<file path="config.mk">
export PLATFORM = sky130hd
export DESIGN_NAME = buzzer_sched
export DESIGN_NICKNAME = d
export VERILOG_FILES = /design/src/rtl/clock_pkg.sv /design/src/rtl/buzzer_sched_beep_pattern.sv /design/src/rtl/buzzer_sched.sv
export SDC_FILE = /design/constraint.sdc
export NUM_CORES = 1
export LEC_CHECK = 0
export BUFFER_PORTS_ARGS = -buffer_cell sky130_fd_sc_hd__buf_2
export CORE_ASPECT_RATIO = 0.75
export CORE_MARGIN = 5
export CORE_UTILIZATION = 35
export CTS_BUF_LIST = sky130_fd_sc_hd__clkbuf_4 sky130_fd_sc_hd__clkbuf_8
export DETAILED_ROUTE_END_ITERATION = 6
export PLACE_DENSITY = 0.59
export SETUP_SLACK_MARGIN = 0.3
export SYNTH_ARGS = -nofsm -noshare
export SYNTH_HDL_FRONTEND = slang
export SYNTH_SLANG_ARGS = --single-unit
</file>
<file path="constraint.sdc">
create_clock -name CP_1KHz -period 4.66 [get_ports CP_1KHz]
set_clock_uncertainty 0.05 [all_clocks]
set_input_delay 0.466 -clock CP_1KHz [delete_from_list [all_inputs] [get_ports CP_1KHz]]
set_output_delay 0.466 -clock CP_1KHz [all_outputs]
set_load 0.05 [all_outputs]
</file>
<file path="src/rtl/clock_pkg.sv">
`default_nettype none
// +----------------------------------------------------------------------+
// | clock_pkg : shared state encoding, buzzer timing constants, defaults |
// | Revision  : 1.0                                                      |
// +----------------------------------------------------------------------+
package clock_pkg;

  typedef enum logic [1:0] {
    ST_IDLE   = 2'd0,
    ST_RING   = 2'd1,
    ST_SNOOZE = 2'd2,
    ST_CHIME  = 2'd3
  } buz_state_e;

  localparam int unsigned C_PHASE_W      = 9;
  localparam logic [8:0]  C_RING_ON_MS   = 9'd250;
  localparam logic [8:0]  C_RING_OFF_MS  = 9'd250;
  localparam logic [8:0]  C_CHIME_ON_MS  = 9'd200;
  localparam logic [8:0]  C_CHIME_OFF_MS = 9'd300;

  localparam int C_RING_SECS_DEF   = 10;
  localparam int C_SNOOZE_SECS_DEF = 60;
  localparam int C_MAX_SNOOZE_DEF  = 3;

  // Hourly beep count on a 12-hour dial: midnight and noon give 12.
  function automatic logic [3:0] chime_beeps(input logic [4:0] hours);
    logic [4:0] m;
    m = hours % 5'd12;
    return (m == 5'd0) ? 4'd12 : m[3:0];
  endfunction

endpackage
`default_nettype wire

</file>
<file path="src/rtl/buzzer_sched_beep_pattern.sv">
`default_nettype none
// +----------------------------------------------------------------------+
// | beep_pattern : restartable 0..499 ms phase counter with on/off level |
// | Revision     : 1.0                                                   |
// +----------------------------------------------------------------------+
module beep_pattern
  import clock_pkg::*;
(
  input  logic clk,
  input  logic rst,
  input  logic restart,
  input  logic chime_sel,
  output logic phase_last,
  output logic level_next
);

  logic [C_PHASE_W-1:0] phase_q, phase_d;
  logic [C_PHASE_W-1:0] period_last;
  logic [C_PHASE_W-1:0] on_ms;
  logic                 sel_q, sel_d;

  always_comb begin
    sel_d       = chime_sel;
    period_last = sel_q ? (C_CHIME_ON_MS + C_CHIME_OFF_MS - 9'd1)
                        : (C_RING_ON_MS + C_RING_OFF_MS - 9'd1);
    phase_last  = (phase_q >= period_last);
    if (restart || phase_last) begin
      phase_d = '0;
    end else begin
      phase_d = phase_q + 9'd1;
    end
    // Level reflects the phase about to be registered so the top can flop it.
    on_ms      = chime_sel ? C_CHIME_ON_MS : C_RING_ON_MS;
    level_next = (phase_d < on_ms);
  end

  always_ff @(posedge clk) begin
    if (rst) begin
      phase_q <= '0;
      sel_q   <= 1'b0;
    end else begin
      phase_q <= phase_d;
      sel_q   <= sel_d;
    end
  end

endmodule
`default_nettype wire

</file>
<file path="src/rtl/buzzer_sched.sv">
`default_nettype none
// +----------------------------------------------------------------------+
// | buzzer_sched : alarm ring / snooze / hourly chime buzzer scheduler   |
// | Optional hourly chime enabled by macro BUZZER_CHIME_EN.              |
// | Revision     : 1.0                                                   |
// +----------------------------------------------------------------------+
module buzzer_sched
  import clock_pkg::*;
#(
  parameter int RING_SECS   = C_RING_SECS_DEF,
  parameter int SNOOZE_SECS = C_SNOOZE_SECS_DEF,
  parameter int MAX_SNOOZE  = C_MAX_SNOOZE_DEF
) (
  input  logic       CP_1KHz,
  input  logic       CR,
  input  logic       tick_1hz,
  input  logic       alarm_match,
  input  logic       chime_match,
  input  logic [4:0] hours_24,
  input  logic       snooze_btn,
  input  logic       stop_btn,
  output logic       buzzer,
  output logic       alarm_led,
  output logic [1:0] snooze_left,
  output logic [1:0] state
);

  localparam int RING_W = (RING_SECS > 1) ? $clog2(RING_SECS) : 1;
  localparam int SNZ_W  = (SNOOZE_SECS > 1) ? $clog2(SNOOZE_SECS) : 1;
  localparam logic [RING_W-1:0] RING_LAST   = RING_W'(RING_SECS - 1);
  localparam logic [SNZ_W-1:0]  SNZ_LAST    = SNZ_W'(SNOOZE_SECS - 1);
  localparam logic [1:0]        SNOOZE_LOAD = 2'(MAX_SNOOZE);

  buz_state_e        state_q, state_d;
  logic [1:0]        snooze_left_q, snooze_left_d;
  logic [RING_W-1:0] ring_cnt_q, ring_cnt_d;
  logic [SNZ_W-1:0]  snz_cnt_q, snz_cnt_d;
  logic              snz_prev_q, snz_prev_d;
  logic              stop_prev_q, stop_prev_d;
  logic              buzzer_q, buzzer_d;
  logic              alarm_led_q, alarm_led_d;
  logic              snooze_edge, stop_edge;
  logic              pat_restart, pat_chime, phase_last, level_next;

`ifdef BUZZER_CHIME_EN
  logic [3:0] beep_n_q, beep_n_d;
  logic [3:0] beep_idx_q, beep_idx_d;
`else
  logic unused_chime_in;
  assign unused_chime_in = chime_match ^ (^hours_24) ^ phase_last;
`endif

  assign snz_prev_d  = snooze_btn;
  assign stop_prev_d = stop_btn;
  assign snooze_edge = snooze_btn & ~snz_prev_q;
  assign stop_edge   = stop_btn & ~stop_prev_q;

  always_comb begin
    state_d       = state_q;
    snooze_left_d = snooze_left_q;
    ring_cnt_d    = ring_cnt_q;
    snz_cnt_d     = snz_cnt_q;
`ifdef BUZZER_CHIME_EN
    beep_n_d      = beep_n_q;
    beep_idx_d    = beep_idx_q;
`endif
    if (alarm_match) begin
      state_d    = ST_RING;
      ring_cnt_d = '0;
      if (state_q == ST_IDLE || state_q == ST_CHIME) begin
        snooze_left_d = SNOOZE_LOAD;
      end
    end else begin
      case (state_q)
        ST_IDLE: begin
`ifdef BUZZER_CHIME_EN
          if (chime_match) begin
            state_d    = ST_CHIME;
            beep_n_d   = chime_beeps(hours_24);
            beep_idx_d = 4'd1;
          end
`endif
        end
        ST_RING: begin
          if (stop_edge || (snooze_edge && snooze_left_q == 2'd0)) begin
            state_d = ST_IDLE;
          end else if (snooze_edge) begin
            state_d       = ST_SNOOZE;
            snooze_left_d = snooze_left_q - 2'd1;
            snz_cnt_d     = '0;
          end else if (tick_1hz) begin
            if (ring_cnt_q >= RING_LAST) begin
              state_d = ST_IDLE;
            end else begin
              ring_cnt_d = ring_cnt_q + 1'b1;
            end
          end
        end
        ST_SNOOZE: begin
          if (stop_edge) begin
            state_d = ST_IDLE;
          end else if (tick_1hz) begin
            if (snz_cnt_q >= SNZ_LAST) begin
              state_d    = ST_RING;
              ring_cnt_d = '0;
            end else begin
              snz_cnt_d = snz_cnt_q + 1'b1;
            end
          end
        end
        default: begin
`ifdef BUZZER_CHIME_EN
          // A beep slot ends at the phase wrap; the last slot returns to idle.
          if (phase_last) begin
            if (beep_idx_q >= beep_n_q) begin
              state_d = ST_IDLE;
            end else begin
              beep_idx_d = beep_idx_q + 4'd1;
            end
          end
`else
          state_d = ST_IDLE;
`endif
        end
      endcase
    end
  end

  assign pat_restart = alarm_match || (state_d != state_q) ||
                       !(state_q == ST_RING || state_q == ST_CHIME);
  assign pat_chime   = (state_d == ST_CHIME);

  beep_pattern u_beep_pattern (
    .clk        (CP_1KHz),
    .rst        (CR),
    .restart    (pat_restart),
    .chime_sel  (pat_chime),
    .phase_last (phase_last),
    .level_next (level_next)
  );

  always_comb begin
    buzzer_d    = (state_d == ST_RING || state_d == ST_CHIME) && level_next;
    alarm_led_d = (state_d == ST_RING);
  end

  always_ff @(posedge CP_1KHz) begin
    if (CR) begin
      state_q       <= ST_IDLE;
      snooze_left_q <= 2'd0;
      ring_cnt_q    <= '0;
      snz_cnt_q     <= '0;
      snz_prev_q    <= 1'b0;
      stop_prev_q   <= 1'b0;
      buzzer_q      <= 1'b0;
      alarm_led_q   <= 1'b0;
`ifdef BUZZER_CHIME_EN
      beep_n_q      <= 4'd0;
      beep_idx_q    <= 4'd0;
`endif
    end else begin
      state_q       <= state_d;
      snooze_left_q <= snooze_left_d;
      ring_cnt_q    <= ring_cnt_d;
      snz_cnt_q     <= snz_cnt_d;
      snz_prev_q    <= snz_prev_d;
      stop_prev_q   <= stop_prev_d;
      buzzer_q      <= buzzer_d;
      alarm_led_q   <= alarm_led_d;
`ifdef BUZZER_CHIME_EN
      beep_n_q      <= beep_n_d;
      beep_idx_q    <= beep_idx_d;
`endif
    end
  end

  assign buzzer      = buzzer_q;
  assign alarm_led   = alarm_led_q;
  assign snooze_left = snooze_left_q;
  assign state       = state_q;

endmodule
`default_nettype wire

</file>
Word level (Yosys, flattened, before mapping)
Cells that the tools add are included. Widths: inputs -> output; s select.

$add $sub $neg: 4. $lt $le $gt $ge: 4. Eq/ne operators: 17. Multiplexer cells: 30. Bitwise logic cells: 5. Reduce and logical (&&, ||, !) cells: 19.

Operator list (count): $mux 6 (6); $mux 4 (7); $mux 2 (13); $ne 2x2->1 const B (10); $pmux 6 s2 (1); $add 9x1->9 const B (1); $ge 9x9->1 const B (1); $lt 9x9->1 (1); $mux 9 (1); $pmux 4 s2 (1); $reduce_and 8->1 (1); $logic_or 1x1->1 (7); $reduce_and 7->1 (1); $add 6x1->6 const B (1); $eq 2x2->1 const B (3); $ge 6x6->1 const B (1); $pmux 2 s3 (1); $reduce_bool 2->1 (3); $add 4x1->4 const B (1); $eq 2x1->1 const B (2); $ge 4x4->1 const B (1); $logic_not 2->1 (2); $reduce_and 4->1 (1); $not 1->1 (3); 7 further kinds (9).

Register bits after elaboration: 27. Input port bits: 12. Output and inout bits: 6. Word-level logic and storage cells: 88.

Longest topological paths before layout
Word-level depth: 14. Gate-level depth with buffers: 15.

Hierarchy
A second synthesis with hierarchy kept.

Cells, all modules: 187. Area total of the unflattened synthesis: 1630.3 um2.

By module, submodules not included: buzzer_sched (instances 1, cells an instance 125, area each 1086.0 um2, sequential area each 360.3 um2); beep_pattern (instances 1, cells an instance 62, area each 544.3 um2, sequential area each 180.2 um2).

Worst setup path after synthesis
Ideal clock, no wire load.

Kind: register to register. Start point: register state_q[1] (netlist: state[1]). End point: register buzzer_q (netlist: buzzer). Arrival: 3161 ps. Setup slack: 1330 ps. Cell stages (with the launch flop): 15. Buffers on the path: 1. Clock period less this slack: 3330 ps. Cells stage by stage: dfxtp_1 > ha_1 > inv_1 > or2_2 > clkbuf_1 > or4_1 > o21ai_0 > a211o_2 > nor2_1 > ha_1 > inv_1 > o21ai_0 > o21ai_0 > o21a_1 > o31a_1.

Cells in the longest elaborated chain, start to end: 13. Elaborated cells between the ends (all ways): 26. Classes of those cells: order compare: 1; eq/ne: 6; mux: 11; reduce/logical: 8.

Ends and longest elaborated chain: start, declared (RTL line buzzer_sched.sv:34) `buz_state_e state_q, state_d;`; start signal, assigned (RTL line buzzer_sched.sv:162) `state_q <= state_d;`; $mux 2 (RTL line buzzer_sched.sv:92) `if (ring_cnt_q >= RING_LAST) begin`; $mux 2 (RTL line buzzer_sched.sv:91) `end else if (tick_1hz) begin`; $mux 2 (RTL line buzzer_sched.sv:87) `end else if (snooze_edge) begin`; $mux 2 (RTL line buzzer_sched.sv:85) `if (stop_edge || (snooze_edge && snooze_left_q == 2'd0)) begin`; $pmux 2 s3 (RTL line buzzer_sched.sv:74) `case (state_q)`; $mux 2 (RTL line buzzer_sched.sv:67) `if (alarm_match) begin`; $ne 2x2->1 (RTL line buzzer_sched.sv:129) `assign pat_restart = alarm_match || (state_d != state_q) ||`; $logic_or 1x1->1 (RTL line buzzer_sched.sv:129); $logic_or 1x1->1 * (RTL line buzzer_sched.sv:129); $logic_or 1x1->1 * (RTL line buzzer_sched_beep_pattern.sv:27) `if (restart || phase_last) begin`; $mux 9 * (RTL line buzzer_sched_beep_pattern.sv:27); named net u_beep_pattern.phase_d[4] (RTL line buzzer_sched_beep_pattern.sv:17) `logic [C_PHASE_W-1:0] phase_q, phase_d;`; $lt 9x9->1 * (RTL line buzzer_sched_beep_pattern.sv:34) `level_next = (phase_d < on_ms);`; $logic_and 1x1->1 * (RTL line buzzer_sched.sv:143) `buzzer_d = (state_d == ST_RING || state_d == ST_CHIME) && level_next;`; end signal, assigned (RTL line buzzer_sched.sv:168) `buzzer_q <= buzzer_d;`; end, declared (RTL line buzzer_sched.sv:40) `logic buzzer_q, buzzer_d;`.

Mark *: on every way through the listed nets, which the timed path passes. The rest lies on a longest branch. A chain may end at the register's enable or synchronous reset.

Final worst setup path
Same ends and word-level chain as after synthesis.

==> reports/results.tsv <==
metric	value	unit
clock.fmax	0.285	GHz
final_area	1730	um2
start_util	35.9	%
swShare	26.4	%
clkSlewWorstSetupHoldPaths	0.09	ns
io_buffers	11	
synth-seq-cells	27	
die_area	6020	um2
syn_to_final_growth	8.32	%
outcome	complete, no violations	
htree_levels	1	
crit_path_start	state[1]	
drv_slew	0	
tns	0	ns
avgSynthCellArea	8.05	um2
finalSetupViolations	0	
critical_path.max_fanout	11	
worst_setup_path_start_kind	flop	
drive_above_1_share	9.22	%
ff2ff_setup_slack	1.15	ns
async_reset_ff_share	0	%
seq_area	541	um2
yosys_most_used_dff	dfxtp_1	
worstMarginPinSlew	0.784	ns
netlist_instances	198	
min_period	3.51	ns
rr_endpoint	buzzer	
dp_hpwl	2410	um
ios	18	
antenna_found_initial	0	
cts_sinks	27	
synth_edf_count	0	
hold_class	in -> reg	
maxCapViolations	0	
grt-ovfl-total	0	
ir_worst_vdd	0.0834	mV
fillCellCount	465	
timing.rr.start	state[1]	
post-route-drc-count	0	
first_global_vias	1195	
yosys.area.top_type	dfxtp_1	
via_per_inst	5.13	
yosysTopAreaCellShare	33.9	%
pwr-share-comb	13.0	%
synth_nets	223	
pwr-share-seq	55.0	%
grt_pass1_wl	5710	um
period_share	75.3	%
layout_setup_ws	1.15	ns
synth_cell_types	46	
std_cell_rows	21	
drt_iter0_drc	108	
tritoncts	built	
fp.dieH	68.4	um
ctsHoldBuffers	0	
core_area	4440	um2
drt-pass1-iter-count	4	
yosysSeqAreaShare	33.9	%
multi_input_area	958	um2
clkLatencyLatePin	0.27	ns
synth_common_cells	35 x nor2_1, 27 x dfxtp_1, 14 x inv_1, 13 x ha_1, 12 x nand2_1	
p_sw	115	uW
die_w	87.9	um
worst_setup_path_end_kind	flop	
holdPathEnd	stop_prev_q	
clk_path_buf_depth	2	
power.density	252	nW/um2
grtUsageTotal	12.1	%
r2r_cells	13	
syn_area	1590	um2
wl_per_cell	12.3	um
clkPwrFrac	32.0	%
critPathArrivalTime	3.62	ns
cts_root_buf	clkbuf_8	
rsz0062_at_grt	no	
numCtsBuffers	3	
yosys.cell_count.top_type	nor2_1	
hold_viol	0	
hold_start	stop_btn	
postRouteAntennaNets	0	
place_congestion	0.794	
cts_setup_buffers	0	
via_count	1349	
post_cts_resized	0	
synth_area_leaders	dfxtp_1 34%, ha_1 10%, nor2_1 8.2%	
synth_warnings	0	
holdPathStages	2	
place_area	1680	um2
required	4.77	ns
maxSlewHeadroom	47.5	%
fin_nets	232	
post-place-ws	1.17	ns
setup.worst_path.class	reg -> reg	
wirelength	3220	um
grt_start_max_net_pins	16	
p_leak	0.654	nW
p_int	321	uW
n_antenna_cell	0	
final cells by class:
cell class	instances	share of cell area [%]
Tap cell	57	4.13
Clock buffer	4	2.83
Multi-Input combinational cell	150	55.5
Inverter	14	3.04
Sequential cell	27	31.3
Timing Repair Buffer	11	3.19
logic make-up after synthesis:
kind of cell	count (synthesis)	synth area share, %
AND/OR/NAND/NOR	84	25.4
AO/OA/AOI/OAI	42	18.3
flip-flops	27	33.9
buffers and inverters	21	5.96
adder cells (fa/ha/maj)	13	10.2
XOR/XNOR	9	4.94
multiplexers	2	1.26
how the worst max path moves through the flow:
stage | endpoint | slack [ns] | cells past startpoint
floorplan | buzzer | 1.33 | 14
global placement | buzzer | 1.16 | 13
detailed placement | buzzer | 1.17 | 13
CTS | buzzer | 1.14 | 13
global route | buzzer | 0.92 | 13
finish | buzzer | 1.15 | 13
worst max-delay path, cell delays in order, from the launching register on:
cell and delay (ns):
dfxtp_1 0.51, ha_1 0.46, inv_1 0.18, or2_2 0.38, or4_1 0.47, o21ai_0 0.13, a211o_2 0.17, nor2_1 0.05
ha_1 0.27, inv_1 0.03, o21ai_0 0.13, o21ai_0 0.12, o21a_1 0.18, o31a_1 0.28
cells in the final DEF (no fill, tap or decap), drive strengths merged, types with 4 or more instances in the layout:
cell type,n
a21oi,9
nor3,7
ha,13
xor2,5
buf,11
nor2b,5
inv,14
xnor2,4
o21ai,9
nor2,35
nor4,4
nand3,5
dfxtp,27
clkbuf,4
nand2,12
sequential cells by signal, indices dropped and copies added, names as in the netlist:
name                    cells
snooze_left                 2
alarm_led                   1
snz_cnt_q                   6
buzzer                      1
stop_prev_q                 1
ring_cnt_q                  4
snz_prev_q                  1
state                       2
u_beep_pattern.phase_q      9
power by group through the flow:
stage | combinational (mW) | sequential, mW | clock [mW]
detailed placement | 0.0562 | 0.245 | 0
CTS | 0.0567 | 0.240 | 0.146
global route | 0.0631 | 0.241 | 0.157
global placement | 0.0567 | 0.245 | 0
floorplan | 0.0296 | 0.257 | 0
finish | 0.0567 | 0.240 | 0.139
per-layer routing:
metal	global-route usage (%)	wire (um)
met1	18.0	1750
met2	16.4	1230
met3	3.37	198
met4	4.02	42
met5	0	0
metrics by stage:
step / hold slack [ns] / instances / total power, mW / utilization, %
3_5_place_dp: 0.399 / 259 / 0.301 / 37.8
6_report: 0.381 / 263 / 0.436 / 38.9
5_1_grt: 0.380 / 263 / 0.461 / 38.9
3_3_place_gp: 0.389 / 259 / 0.302 / 37.8
4_1_cts: 0.377 / 263 / 0.443 / 38.9
2_1_floorplan: 0.376 / 198 / 0.287 / -
No activity file was read; power rests on OpenSTA's default activity.
